===== config.mk =====
export PLATFORM = sky130hd
export DESIGN_NAME = instr_encoder
export DESIGN_NICKNAME = d
export VERILOG_FILES = /design/src/rtl/mips_pkg.sv /design/src/rtl/enc_fifo.sv /design/src/rtl/instr_encoder.sv
export SDC_FILE = /design/constraint.sdc
export NUM_CORES = 1
export LEC_CHECK = 0
export ABC_AREA = 1
export CAP_MARGIN = 25
export CORE_ASPECT_RATIO = 0.75
export CORE_UTILIZATION = 49
export CTS_BUF_LIST = sky130_fd_sc_hd__clkbuf_4 sky130_fd_sc_hd__clkbuf_8
export CTS_CLUSTER_DIAMETER = 30
export DETAILED_ROUTE_END_ITERATION = 12
export PLACE_DENSITY = 0.82
export SYNTH_ARGS = -nofsm -noshare
export SYNTH_HDL_FRONTEND = slang
export SYNTH_SLANG_ARGS = --single-unit

===== constraint.sdc =====
create_clock -name clk -period 3.3 [get_ports clk]
set_input_delay 0.33 -clock clk [delete_from_list [all_inputs] [get_ports clk]]
set_output_delay 0.33 -clock clk [all_outputs]
set_load 0.02 [all_outputs]

===== src/rtl/mips_pkg.sv =====
// Shared MIPS32 instruction-format definitions: opcode constants, format
// classification and the field-to-word packer used by the program loader.
package mips_pkg;

  localparam logic [5:0] OP_RTYPE = 6'h00;
  localparam logic [5:0] OP_J     = 6'h02;
  localparam logic [5:0] OP_JAL   = 6'h03;

  typedef enum logic [1:0] {FMT_R, FMT_I, FMT_J} fmt_t;

  typedef struct packed {
    logic [5:0]  opcode;
    logic [4:0]  rs;
    logic [4:0]  rt;
    logic [4:0]  rd;
    logic [4:0]  shamt;
    logic [5:0]  funct;
    logic [15:0] imm;
    logic [25:0] target;
  } instr_fields_t;

  function automatic fmt_t instr_fmt(input logic [5:0] opcode);
    if (opcode == OP_RTYPE) return FMT_R;
    if (opcode == OP_J || opcode == OP_JAL) return FMT_J;
    return FMT_I;
  endfunction

  // Fields not belonging to the selected format are dropped.
  function automatic logic [31:0] encode_instr(input instr_fields_t f);
    logic [31:0] w;
    case (instr_fmt(f.opcode))
      FMT_R:   w = {f.opcode, f.rs, f.rt, f.rd, f.shamt, f.funct};
      FMT_J:   w = {f.opcode, f.target};
      default: w = {f.opcode, f.rs, f.rt, f.imm};
    endcase
    return w;
  endfunction

endpackage


===== src/rtl/enc_fifo.sv =====
// Two-entry 32-bit synchronous FIFO; head word is always presented on rdata,
// and a push and pop in the same cycle keep the occupancy unchanged.
module enc_fifo (
  input  logic        clk,
  input  logic        rst,
  input  logic        push,
  input  logic [31:0] wdata,
  input  logic        pop,
  output logic [31:0] rdata,
  output logic [1:0]  count
);

  logic [31:0] mem [2];
  logic        wr_ptr;
  logic        rd_ptr;
  logic        do_push;
  logic        do_pop;

  assign do_pop  = pop && (count != 2'd0);
  assign do_push = push && ((count != 2'd2) || do_pop);
  assign rdata   = mem[rd_ptr];

  always_ff @(posedge clk) begin
    if (rst) begin
      mem[0] <= '0;
      mem[1] <= '0;
      wr_ptr <= 1'b0;
      rd_ptr <= 1'b0;
      count  <= '0;
    end else begin
      if (do_push) begin
        mem[wr_ptr] <= wdata;
        wr_ptr      <= ~wr_ptr;
      end
      if (do_pop) rd_ptr <= ~rd_ptr;
      case ({do_push, do_pop})
        2'b10:   count <= count + 2'd1;
        2'b01:   count <= count - 2'd1;
        default: count <= count;
      endcase
    end
  end

endmodule


===== src/rtl/instr_encoder.sv =====
// Packs decoded MIPS32 fields into instruction words and streams them into
// instruction memory at consecutive addresses, bounded by a programmed length.
module instr_encoder
  import mips_pkg::*;
#(
  parameter int ADDR_W = 8,
  parameter int LEN_W  = 8
) (
  input  logic              clk,
  input  logic              rst,
  input  logic              start,
  input  logic [ADDR_W-1:0] base_addr,
  input  logic [LEN_W-1:0]  prog_len,
  input  logic              in_valid,
  output logic              in_ready,
  input  logic [5:0]        opcode,
  input  logic [4:0]        rs,
  input  logic [4:0]        rt,
  input  logic [4:0]        rd,
  input  logic [4:0]        shamt,
  input  logic [5:0]        funct,
  input  logic [15:0]       imm,
  input  logic [25:0]       target,
  output logic              mem_we,
  input  logic              mem_ready,
  output logic [ADDR_W-1:0] mem_addr,
  output logic [31:0]       mem_wdata,
  output logic              busy,
  output logic              done,
  output logic [LEN_W-1:0]  written
);

  typedef enum logic [1:0] {S_IDLE, S_RUN, S_DONE} state_t;

  state_t            state;
  state_t            state_next;
  logic [LEN_W-1:0]  remaining;
  logic [ADDR_W-1:0] ptr;
  logic [1:0]        fifo_count;
  logic              push;
  logic              pop;
  logic [31:0]       enc_word;
  instr_fields_t     fields;

  assign fields = '{opcode: opcode, rs: rs, rt: rt, rd: rd, shamt: shamt,
                    funct: funct, imm: imm, target: target};
  assign enc_word = encode_instr(fields);

  assign in_ready = (state == S_RUN) && (remaining != '0) && (fifo_count != 2'd2);
  assign push     = in_valid && in_ready;
  assign mem_we   = (fifo_count != 2'd0);
  assign pop      = mem_we && mem_ready;
  assign mem_addr = ptr;
  assign busy     = (state != S_IDLE);
  assign done     = (state == S_DONE);

  enc_fifo u_fifo (
    .clk   (clk),
    .rst   (rst),
    .push  (push),
    .wdata (enc_word),
    .pop   (pop),
    .rdata (mem_wdata),
    .count (fifo_count)
  );

  always_comb begin
    state_next = state;
    case (state)
      S_IDLE: if (start) state_next = S_RUN;
      S_RUN:  if ((remaining == '0) && (fifo_count == 2'd0) && !pop) state_next = S_DONE;
      S_DONE: state_next = S_IDLE;
      default: state_next = S_IDLE;
    endcase
  end

  always_ff @(posedge clk) begin
    if (rst) state <= S_IDLE;
    else     state <= state_next;
  end

  always_ff @(posedge clk) begin
    if (rst) begin
      remaining <= '0;
      ptr       <= '0;
      written   <= '0;
    end else if (state == S_IDLE && start) begin
      ptr       <= base_addr;
      remaining <= prog_len;
      written   <= '0;
    end else begin
      if (push) remaining <= remaining - LEN_W'(1);
      if (pop) begin
        ptr     <= ptr + ADDR_W'(1);
        written <= written + LEN_W'(1);
      end
    end
  end

endmodule


# Word level (Yosys, flattened, before mapping)
# Memory sizes are Yosys's and may differ from the RTL's. A register that Yosys moved wholly into a read port is not among the register bits.
# Cells that the tools add are included.
# totals
regBits	30
mem_bits_rw	64
in_bits	95
output_inout_bits	52
wordCells	77
n_memories	1
# classes
add_sub_neg	5
eq_ne	10
mux	26
n_bitwise	2
n_reduce_logical	26
# mem_list
memory	words	word_bits	read_ports	rd_clocked_by_memory_dff	write_ports	line	source
u_fifo.mem	2	32	1	1	2	enc_fifo.sv:13	logic [31:0] mem [2];
# op_table
cell	n
26-bit one-hot mux with 2 select lines	1
32-bit 2-to-1 mux	1
8-bit 2-to-1 mux	4
32-bit OR reduction	1
8-bit by 1-bit adder with 8-bit output (second input constant)	2
6-bit by 2-bit equality test with 1-bit output (second input constant)	2
1-bit 2-to-1 mux	12
2-bit 2-to-1 mux	6
2-bit nonzero test	5
1-bit logical AND	9
8-bit logical NOT	1
2-bit one-hot mux with 2 select lines	2
8-bit nonzero test	1
8-bit by 1-bit subtractor with 8-bit output (second input constant)	1
2-bit equality test (second input constant)	3
2-bit logical NOT	3
6-bit logical NOT	1
2-bit by 1-bit equality test with 1-bit output (second input constant)	2
2-bit != test (second input constant)	2
2-bit by 1-bit adder with 2-bit output (second input constant)	1
1-bit logical OR	2
2-bit by 1-bit != test with 1-bit output (second input constant)	1
1-bit inverter	2
2-bit AND reduction	1
3 further kinds	3

# Logic depth before layout (Yosys ltp)
# Gate-level depths: netlist (run 1).
# depth
ltp_word	10
ltp_mapped	12
ltp_nobuf	11

# Hierarchy
# A second synthesis (run 1) with hierarchy kept.
# unflattened
hier_cells	593
hier_area_um2	5267.6
# by_module_without_submodules
module	instances	cells_each	area_per_inst_um2	seq_area_each_um2
enc_fifo	1	240	3124.2	2021.9
instr_encoder	1	353	2143.3	520.5

# Least setup slack after synthesis (run 1)
# Ideal clock, no wire load.
# synth_path
kind	register to register
startpoint	reg remaining[0]
endpoint	mem u_fifo.mem[0][0], enable pin
setup_time_ns	0.389
arrival_time_ns	1.913
t_required_ns	2.911
path_slack_ns	0.998
stages_incl_launch_ff	11
path_buffers	1
synth_period_minus_slack_ns	2.302
cell_sequence	dfxtp_1 inv_1 ha_1 inv_1 nor3_1 nand2_2 nand3_4 nor2_4 nand2_4 buf_6 nand2_1
# synth_rtl
item	line	source
start, declared	instr_encoder.sv:37	logic [LEN_W-1:0] remaining;
start signal, assigned	instr_encoder.sv:89	remaining <= prog_len;
start signal, assigned	instr_encoder.sv:92	if (push) remaining <= remaining - LEN_W'(1);
end, declared	enc_fifo.sv:13	

# Final worst setup path (run 1)
# layout_path
startpoint	reg remaining[0]
endpoint	out in_ready
# layout_between
elab_chain_cells	3
# layout_lines
item	line	source
8-bit nonzero test	instr_encoder.sv:49	assign in_ready = (state == S_RUN) && (remaining != '0) && (fifo_count != 2'd2);
1-bit logical AND (2 in series)	instr_encoder.sv:49	
end, declared	instr_encoder.sv:15	output logic in_ready,
# No other way between the ends.

==> results of run 1 <==
critical path, delay by kind of cell, from the launching register on:
family	cells	cell delay, ps
fa+ha+maj	1	210
simple gates	3	290
flops	1	370
buf+inv	4	850
sequential cells by signal, summed over array words and instances (netlist names), named ones only:
register / cells
u_fifo.wr_ptr: 1
u_fifo.count: 2
written: 8
u_fifo.mem: 64
u_fifo.rd_ptr: 1
remaining: 8
state: 2
mem_addr: 8
path summary, 6_finish.rpt:
check                                    from                end  slack (ps)
worst max register to register   remaining[0]  u_fifo.mem[1][10]         910
worst max-delay path             remaining[0]           in_ready         890
worst min-delay path            u_fifo.rd_ptr      u_fifo.rd_ptr         470
worst min register to register  u_fifo.rd_ptr      u_fifo.rd_ptr         470
per-layer routing:
metal | up-vias | part of all wire [%]
met5 | - | 0
met4 | 0 | 1.9
met3 | 23 | 4.8
met2 | 142 | 50
met1 | 2061 | 43
li1 | 2125 | -
where the power goes:
group | internal [mW] | total [mW] | switching [mW] | leakage, nW
registers | 1.37 | 1.43 | 0.0653 | 0.917
clock network | 0.351 | 0.772 | 0.421 | 0.0956
logic | 0.484 | 1.05 | 0.564 | 1.76
total | 2.20 | 3.25 | 1.05 | 2.77
placed cells by master (no fill, tap or decap), types with 3 or more instances in the layout:
cell,Yosys,routed
nor2_2,15,15
nand4_1,21,21
nand2_1,75,75
o21ai_0,22,22
clkbuf_8,0,9
nand2_2,4,4
a21oi_1,27,27
nand3_1,30,30
nor2_4,5,5
nor2_1,91,91
dfxtp_1,31,31
xor2_1,3,3
ha_1,5,5
buf_4,3,6
edfxtp_1,64,64
inv_1,56,56
inv_2,4,4
clkdlybuf4s50_1,0,146
nor3_1,4,4
mux2_2,30,30
mux2i_1,10,10
o21ai_1,6,6
synth_stat cells, types with 3 or more instances:
| library cell | count | share of area, % |
|---|---|---|
| mux2i_1 | 10 | 2.0 |
| nand2_2 | 4 | 0.49 |
| nor2_4 | 5 | 1.1 |
| buf_2 | 12 | 1.2 |
| inv_1 | 56 | 4.1 |
| inv_2 | 4 | 0.30 |
| nand4_1 | 21 | 2.6 |
| buf_4 | 3 | 0.44 |
| nand3_1 | 30 | 3.0 |
| nor2_2 | 15 | 1.9 |
| mux2_2 | 30 | 6.7 |
| dfxtp_1 | 31 | 12 |
| o21ai_0 | 22 | 2.2 |
| a21oi_1 | 27 | 2.7 |
| nor2_1 | 91 | 6.7 |
| o21ai_1 | 6 | 0.59 |
| xor2_1 | 3 | 0.52 |
| nand2_1 | 75 | 5.6 |
| clkbuf_1 | 3 | 0.22 |
| ha_1 | 5 | 1.2 |
| buf_6 | 7 | 1.6 |
| nor3_1 | 4 | 0.39 |
| edfxtp_1 | 64 | 38 |
final cells by class:
type                            instances  area (sq um)  area share [%]
Tap cell                              132           165            2.44
Clock buffer                            9           124            1.83
Timing Repair Buffer                  152          1510            22.3
Clock inverter                          7          72.6            1.07
Inverter                               61           229            3.38
Multi-Input combinational cell        371          2130            31.4
Sequential cell                        95          2540            37.6
cell families after synthesis:
group | count (synthesis) | synth area share [%]
AND/OR/NAND/NOR | 258 | 24.3
adder cells (fa/ha/maj) | 5 | 1.23
flip-flops | 95 | 50.1
buffers and inverters | 86 | 7.92
XOR/XNOR | 3 | 0.518
AO/OA/AOI/OAI | 63 | 6.83
multiplexers | 42 | 9.08
==> reports/results.txt, run 1 <==
In the final timing run, aggregate negative setup slack is 0 ps. For this design the static power due to leakage is 2.77 nW. The tools report the met3 global-route usage as 5.46%.

Across the routed clock network, the largest skew measured is 7.93 ps. Of all nets on the critical path, the largest fanout is 5. The min-delay analysis places its worst path in the category register to register. The total overflow left after global routing is 0.

The logs give 10,800 sq um for the die area and 0 for the initial antenna violation count. The tightest hold path in the finished design has a slack of 474 ps. The final count of pins violating max slew came out at 0. In this run the vertical extent of the chip is 90.1 um. The transition time at the pin with the least slew margin is 699 ps.

For the worst setup path, the data arrival time is 2080 ps. The met1 track demand over resource was 29.3%. In the final layout, the share of cells above drive strength 1 is 12.8%. STA classifies the critical path endpoint as an output pin.

The initial cell density of the core is 51.5%, and the power density over cell area is 481 nW/um^2. Sequential cells were found to cover 50.1% of the synthesized design area. For the number of global-route vias before repair, the log shows 4,343. Traced cell by cell, the critical path runs through inv_1, ha_1, inv_1, nor3_1, nand2_2, inv_1, nor3_1, clkdlybuf4s50_1.

For the worst-skew pair, the clock arrives at the later sink with an insertion delay of 370 ps. In this run the tool buffered the top-level ports with 146 buffer cells. The worst setup path is of the register to output pin kind.

The most utilized layer in the global route result was met2. The logs give 95 for the CTS sink count and 0 for the post-CTS setup-driven buffer insertion count. Number of flops mapped to enable cells by yosys: 64. The most numerous cell type found on the critical path is inv_1. The number of instances resized during post-cts repair was 0. For this run, the leading register cell type out of synthesis is edfxtp_1. Net total in the final layout: 790.

The die is 119 um wide. The routed layout has 4,351 vias. Global routing consumed, over all layers together, 23.8% of the routing resources. The depth of the worst register-to-register path is 10, and the worst slew slack as a fraction of its limit is 53.3%. For this run, asynchronously set or reset flops after synthesis account for 0%. The final cell count without fillers is 827, and the core area is 9850 sq um. The number of hold-repair buffers added at the cts stage is 0, and the number of instances in the placed design is 811. The run gives 0 as the number of failing hold endpoints at the final stage. The tree is rooted in a clkbuf_8. Entering global routing, the biggest net connects 35 pins. In this run the core area contains 31 standard-cell rows. The number of different library cells used by synthesis comes to 40.

No sink is reached through more buffers than the 2 on the longest clock path. Global routing consumed, on the met2 layer, 40.8% of the routing resources. For the DRC violation total after the first TritonRoute iteration, the log shows 288.

At the end of routability-driven placement, the weighted congestion stood at 0.839. Once layout is done, the placed cells without fillers occupy 6770 sq um. Before antenna repair, the detailed router went through 5 iterations.

TritonCTS built the clock tree. Setup repair after global routing left no endpoint under its margin. Across the VDD grid, the largest voltage drop is 0.335 mV. The worst setup path is launched from a register.

The minimum period implied by the final worst setup slack is 2410 ps, and the largest stage delay on the critical path is 630 ps. Summing all placed instances gives a cell area of 6570 sq um. Counting the buffers created by CTS gives 9.

The depth of the CTS H-tree came out at 3. Setup violations remaining at the end of the flow were counted as 0. Counting flops and latches in the post-synthesis netlist gives 95. Derived from the worst setup path, the maximum achievable clock frequency is 415 MHz. The clock transition at the registers of the reported paths is 100 ps.

The placed wire-length estimate after detailed placement is 8.90 mm, and the number of stages on the worst hold path is 1. Pin placement for this block handled 147 I/O pins. The area added between synthesis and finish was 33.4%; the number of nets still failing antenna checks after routing was 0. The largest individual stage delay along the critical path comes from the cell clkdlybuf4s50_1. After layout, the worst path uses 73.1% of the clock period.

In the synthesized netlist, the number of instances is 552. For this run, design rule violations remaining after detail routing come to 0. The count of yosys warnings during synthesis is 0, and the sum of internal, switching and leakage power is 3.25 mW.

The run finished with clean final reports. After detailed routing, the total wire length is 12.4 mm. The synthesized area divided by synthesized cell count came out at 9.19 sq um. Max-cap violations in this run came to 0.

Before CTS, the worst setup slack after placement is 861 ps. The logs give 888 ps for the worst setup margin and 68.7% for the fraction of the core area covered by cells at the end of the flow. The wire length of the first global-routing pass is 20.2 mm, and the required time at the endpoint of the critical path is 2970 ps.

The antenna cell count was 0; the area of the mapped netlist was 5070 sq um. The number of nets in the synthesized netlist is 652. The routed wire length per instance was 15.0 um. The tools report the final-layout fill cell count as 763. Using the TritonRoute via totals, the vias-per-cell ratio works out to 5.26.
Note: power is estimated with default switching activity, not from simulation.
==> inputs of run 2 (changes only) <==
--- a/config.mk
+++ b/config.mk
@@ -8,11 +8,11 @@
 export ABC_AREA = 1
 export CAP_MARGIN = 25
 export CORE_ASPECT_RATIO = 0.75
-export CORE_UTILIZATION = 49
+export CORE_UTILIZATION = 45
 export CTS_BUF_LIST = sky130_fd_sc_hd__clkbuf_4 sky130_fd_sc_hd__clkbuf_8
 export CTS_CLUSTER_DIAMETER = 30
 export DETAILED_ROUTE_END_ITERATION = 12
-export PLACE_DENSITY = 0.82
+export PLACE_DENSITY = 0.79
 export SYNTH_ARGS = -nofsm -noshare
 export SYNTH_HDL_FRONTEND = slang
 export SYNTH_SLANG_ARGS = --single-unit
==> constraint.sdc (replaced) <==
create_clock -name clk -period 2.2 [get_ports clk]
set_input_delay 0.22 -clock clk [delete_from_list [all_inputs] [get_ports clk]]
set_output_delay 0.22 -clock clk [all_outputs]
set_load 0.02 [all_outputs]
==> run 2 against run 1 <==
Sequential cell count is the same. Critical path type unchanged. Largest cell class unchanged. Cell area up 2.1%. Power grew 49%. Register-to-register slack lost 660 ps. Sequential share of layout area down 0.79 points. Combinational power is 55% higher. Setup slack lost 790 ps. Critical endpoint is now mem_wdata[26]. Non-clock buffer count is 13 higher. Routed wire length is 1.3% higher. Count of clock-buffer cells in the layout is the same. Global-route usage shrank 2.7 points.
==> reports/results.txt, run 2 (same netlist as run 1, synthesis figures left out) <==
The minimum period implied by the final worst setup slack works out to 2100 ps. The die width is 125 um (+4.3%). The tools report the arrival time at the worst endpoint as 1880 ps (-200 ps). For the number of vias in the routed layout, the log shows 4,369 (+0.41%).

The tools report the critical path launch point type as a register. The path with the worst hold slack has its endpoint at mem_addr[0]. The run gives 0 (unchanged) as the number of nets still failing antenna checks after routing. The flop-to-flop setup slack is 250 ps (-660 ps).

Depth of the CTS H-tree: 3 (unchanged). Via density per instance: 5.15 (-2.1%). The peak supply drop is 0.316 mV (-5.7%), and the DRC violation count after routing is 0 (unchanged). The tools report the max-capacitance violation count as 0 (unchanged). The transition time at the pin with the least slew margin is 665 ps (-33.8 ps), and the count of buffers inserted at the top-level ports is 146 (unchanged). Die area: 11,700 sq um (+8.7%). The critical path goes through buf_12, mux2_2, clkdlybuf4s50_1. The worst slack at placement came out at 178 ps (-683 ps). Flip-flop count of the largest register after layout: 64 (unchanged).

The tools report the antenna cell count as 0 (unchanged). In this run the critical register-to-register path is launched from remaining[0]. The core area was 10,900 sq um (+11%). The routed wire length per instance was 14.9 um (-1.2%). The number of global-route vias before repair came out at 4,131 (-4.9%). The wire length of the first global-routing pass came out at 19.8 mm (-2.0%).

The count of buffering cells on the critical path with inverters included was 2 (-2). The run finished with clean final reports. The logs give 1980 ps (-990 ps) for the required time at the endpoint of the critical path and 147 (unchanged) for the number of top-level design ports. The power density over cell area was 701 nW/um^2 (+46%); the path length in cells of the critical path was 3 (-5). The largest stage delay on the critical path is 560 ps (-70 ps), and the total congestion overflow after global routing is 0 (unchanged). The tools report the net total in the final layout as 803 (+1.6%). The final routed wirelength across all metal layers is 12.6 mm (+1.3%), and the final cell count without fillers is 848 (+2.5%). After layout, the worst path uses 95.6% of the clock period. The final weighted congestion of routability-driven global placement is 0.875 (+4.3%). The DRC violation total after the first TritonRoute iteration came out at 304 (+5.6%). The number of stages on the worst hold path works out to 3 (+2). The tools report the worst reg2reg path endpoint as u_fifo.count[1]. Register with the highest flop count: u_fifo.mem.

The fraction of layout instances using a drive strength above 1 is 14.7% (+1.9 points), and the total clock buffers created by CTS is 9 (unchanged). The die height is 93.9 um (+4.3%), and the number of instances in the placed design is 828 (+2.1%). In this run the worst hold path is classified as input pin to register.

The area growth from synthesis to layout is 36.3%. The slowest stage of the critical path belongs to the cell clkdlybuf4s50_1. Setup repair after global routing left no endpoint under its margin.

The all-layer global routing usage is 21.1% (-2.7 points), and the CTS sink count is 95 (unchanged). Maximum clock skew at final layout: 11.9 ps (+3.96 ps). The worst hold path startpoint is base_addr[0].

The depth of the worst register-to-register path works out to 11 (+1). Dominant delay contributor by cell family on the critical path: buffers and inverters. The cell sitting at the root of the clock tree is a clkbuf_8.

The logs give 4 (-1) for the first-pass iteration count of the detailed router and 33 (+6.5%) for the total number of placement rows. In the layout the commonest cells are 145 x clkdlybuf4s50_1, 91 x nor2_1, 73 x nand2_1, 64 x edfxtp_1, 56 x inv_1. The category of the worst setup path capture point was an output pin. The critical path is of the register to output pin type. Total of endpoints with negative setup slack in the final report: 0 (unchanged).

The number of hold-repair buffers added at the cts stage was 0 (unchanged); the total negative slack was 0 ps (unchanged). TritonCTS built the clock tree. The run gives 33 (-5.7%) as the maximum number of pins on one net before global-route repair. The initial cell density of the core is 46.3% (-5.1 points), and the final-layout fill cell count is 892 (+17%). The number of buffers on the longest clock path was 2 (unchanged); the clock transition at the registers of the reported paths was 90 ps (about the same). The placed wire-length estimate after detailed placement is 8.95 mm (+0.54%), and the latest clock arrival within the worst-skew pair is 370 ps (about the same). Static timing analysis puts the maximum clock frequency at 475 MHz.

Largest fanout on the critical path: 32 (+27). For the worst setup margin, the log shows 95.8 ps (-792 ps). The tools report the worst slew slack as a fraction of its limit as 55.6% (+2.3 points). The tools report the initial antenna violation count as 0 (unchanged). Number of failing hold endpoints at the final stage: 0 (unchanged). The leakage power summed over all cells was 2.85 nW (+2.7%). Final count of pins violating max slew: 0 (unchanged). Leaving out fill and tap cells, the most frequent cell in the layout is clkdlybuf4s50_1.
run 2: cell count changes in the layout (fill, tap and decap cells not counted), moves of 2 or more:
cell      delta
buf_12       +4
buf_4        +9
clkinv_4     +2
nand2_1      -2
nand2_2      +2
run 2: power by group:
| group | internal [mW] | switching, mW | leakage, nW |
|---|---|---|---|
| logic | 0.771 | 0.857 | 1.84 |
| registers | 2.05 | 0.0957 | 0.917 |
| clock network | 0.423 | 0.648 | 0.0902 |
| total | 3.24 | 1.60 | 2.85 |
run 2: worst max path at each step:
stage / startpoint / endpoint / slack (ps)
after floorplan: remaining[0] / u_fifo.mem[0][0] / 200
after global placement: opcode[3] / u_fifo.mem[1][9] / 260
final: register / mem_wdata[26] / 100
after global routing: register / mem_wdata[4] / 20
after detailed placement: remaining[0] / u_fifo.count[1] / 180
after CTS: register / mem_wdata[4] / 60
run 2: area by class of cell:
class | count | area (sq um) | share of cell area (%)
Clock buffer | 9 | 124 | 1.79
Sequential cell | 95 | 2540 | 36.8
Tap cell | 140 | 175 | 2.53
Clock inverter | 7 | 56.3 | 0.815
Multi-Input combinational cell | 371 | 2130 | 30.8
Inverter | 61 | 229 | 3.31
Timing Repair Buffer | 165 | 1650 | 23.9
run 2: per-layer routing:
layer | track usage [%] | part of all wire [%] | vias up
met4 | 5.72 | 1.5 | 0
met1 | 27.9 | 44 | 2065
met5 | 0 | 0 | -
li1 | - | - | 2157
met2 | 35.5 | 49 | 134
met3 | 4.10 | 5.1 | 13
run 2: worst register-to-register path, stage by stage (launching register included):
cell     delay, ps
dfxtp_1        340
inv_1          140
ha_1           160
inv_1           30
nor3_1         170
nand2_2        120
nand3_4        120
ha_1           270
a21oi_1        130
o21ai_0        120
o21ai_0        180
a21oi_1         50
run 2: stage by stage:
step / power [mW] / utilization [%] / hold WS, ps / cell area (sq um)
2_1_floorplan: 3.13 / - / 389 / 5080
3_3_place_gp: 3.75 / 61.1 / 436 / 6690
3_5_place_dp: 3.80 / 61.1 / 442 / 6690
4_1_cts: 4.87 / 62.8 / 418 / 6870
5_1_grt: 5.10 / 63.2 / 441 / 6910
6_report: 4.84 / 63.2 / 431 / 6910
run 2: repair_timing:
item                                    4_1_cts  5_1_grt
resized for setup                             1        0
endpoints found under the setup margin        1        1
buffers inserted                              0        4
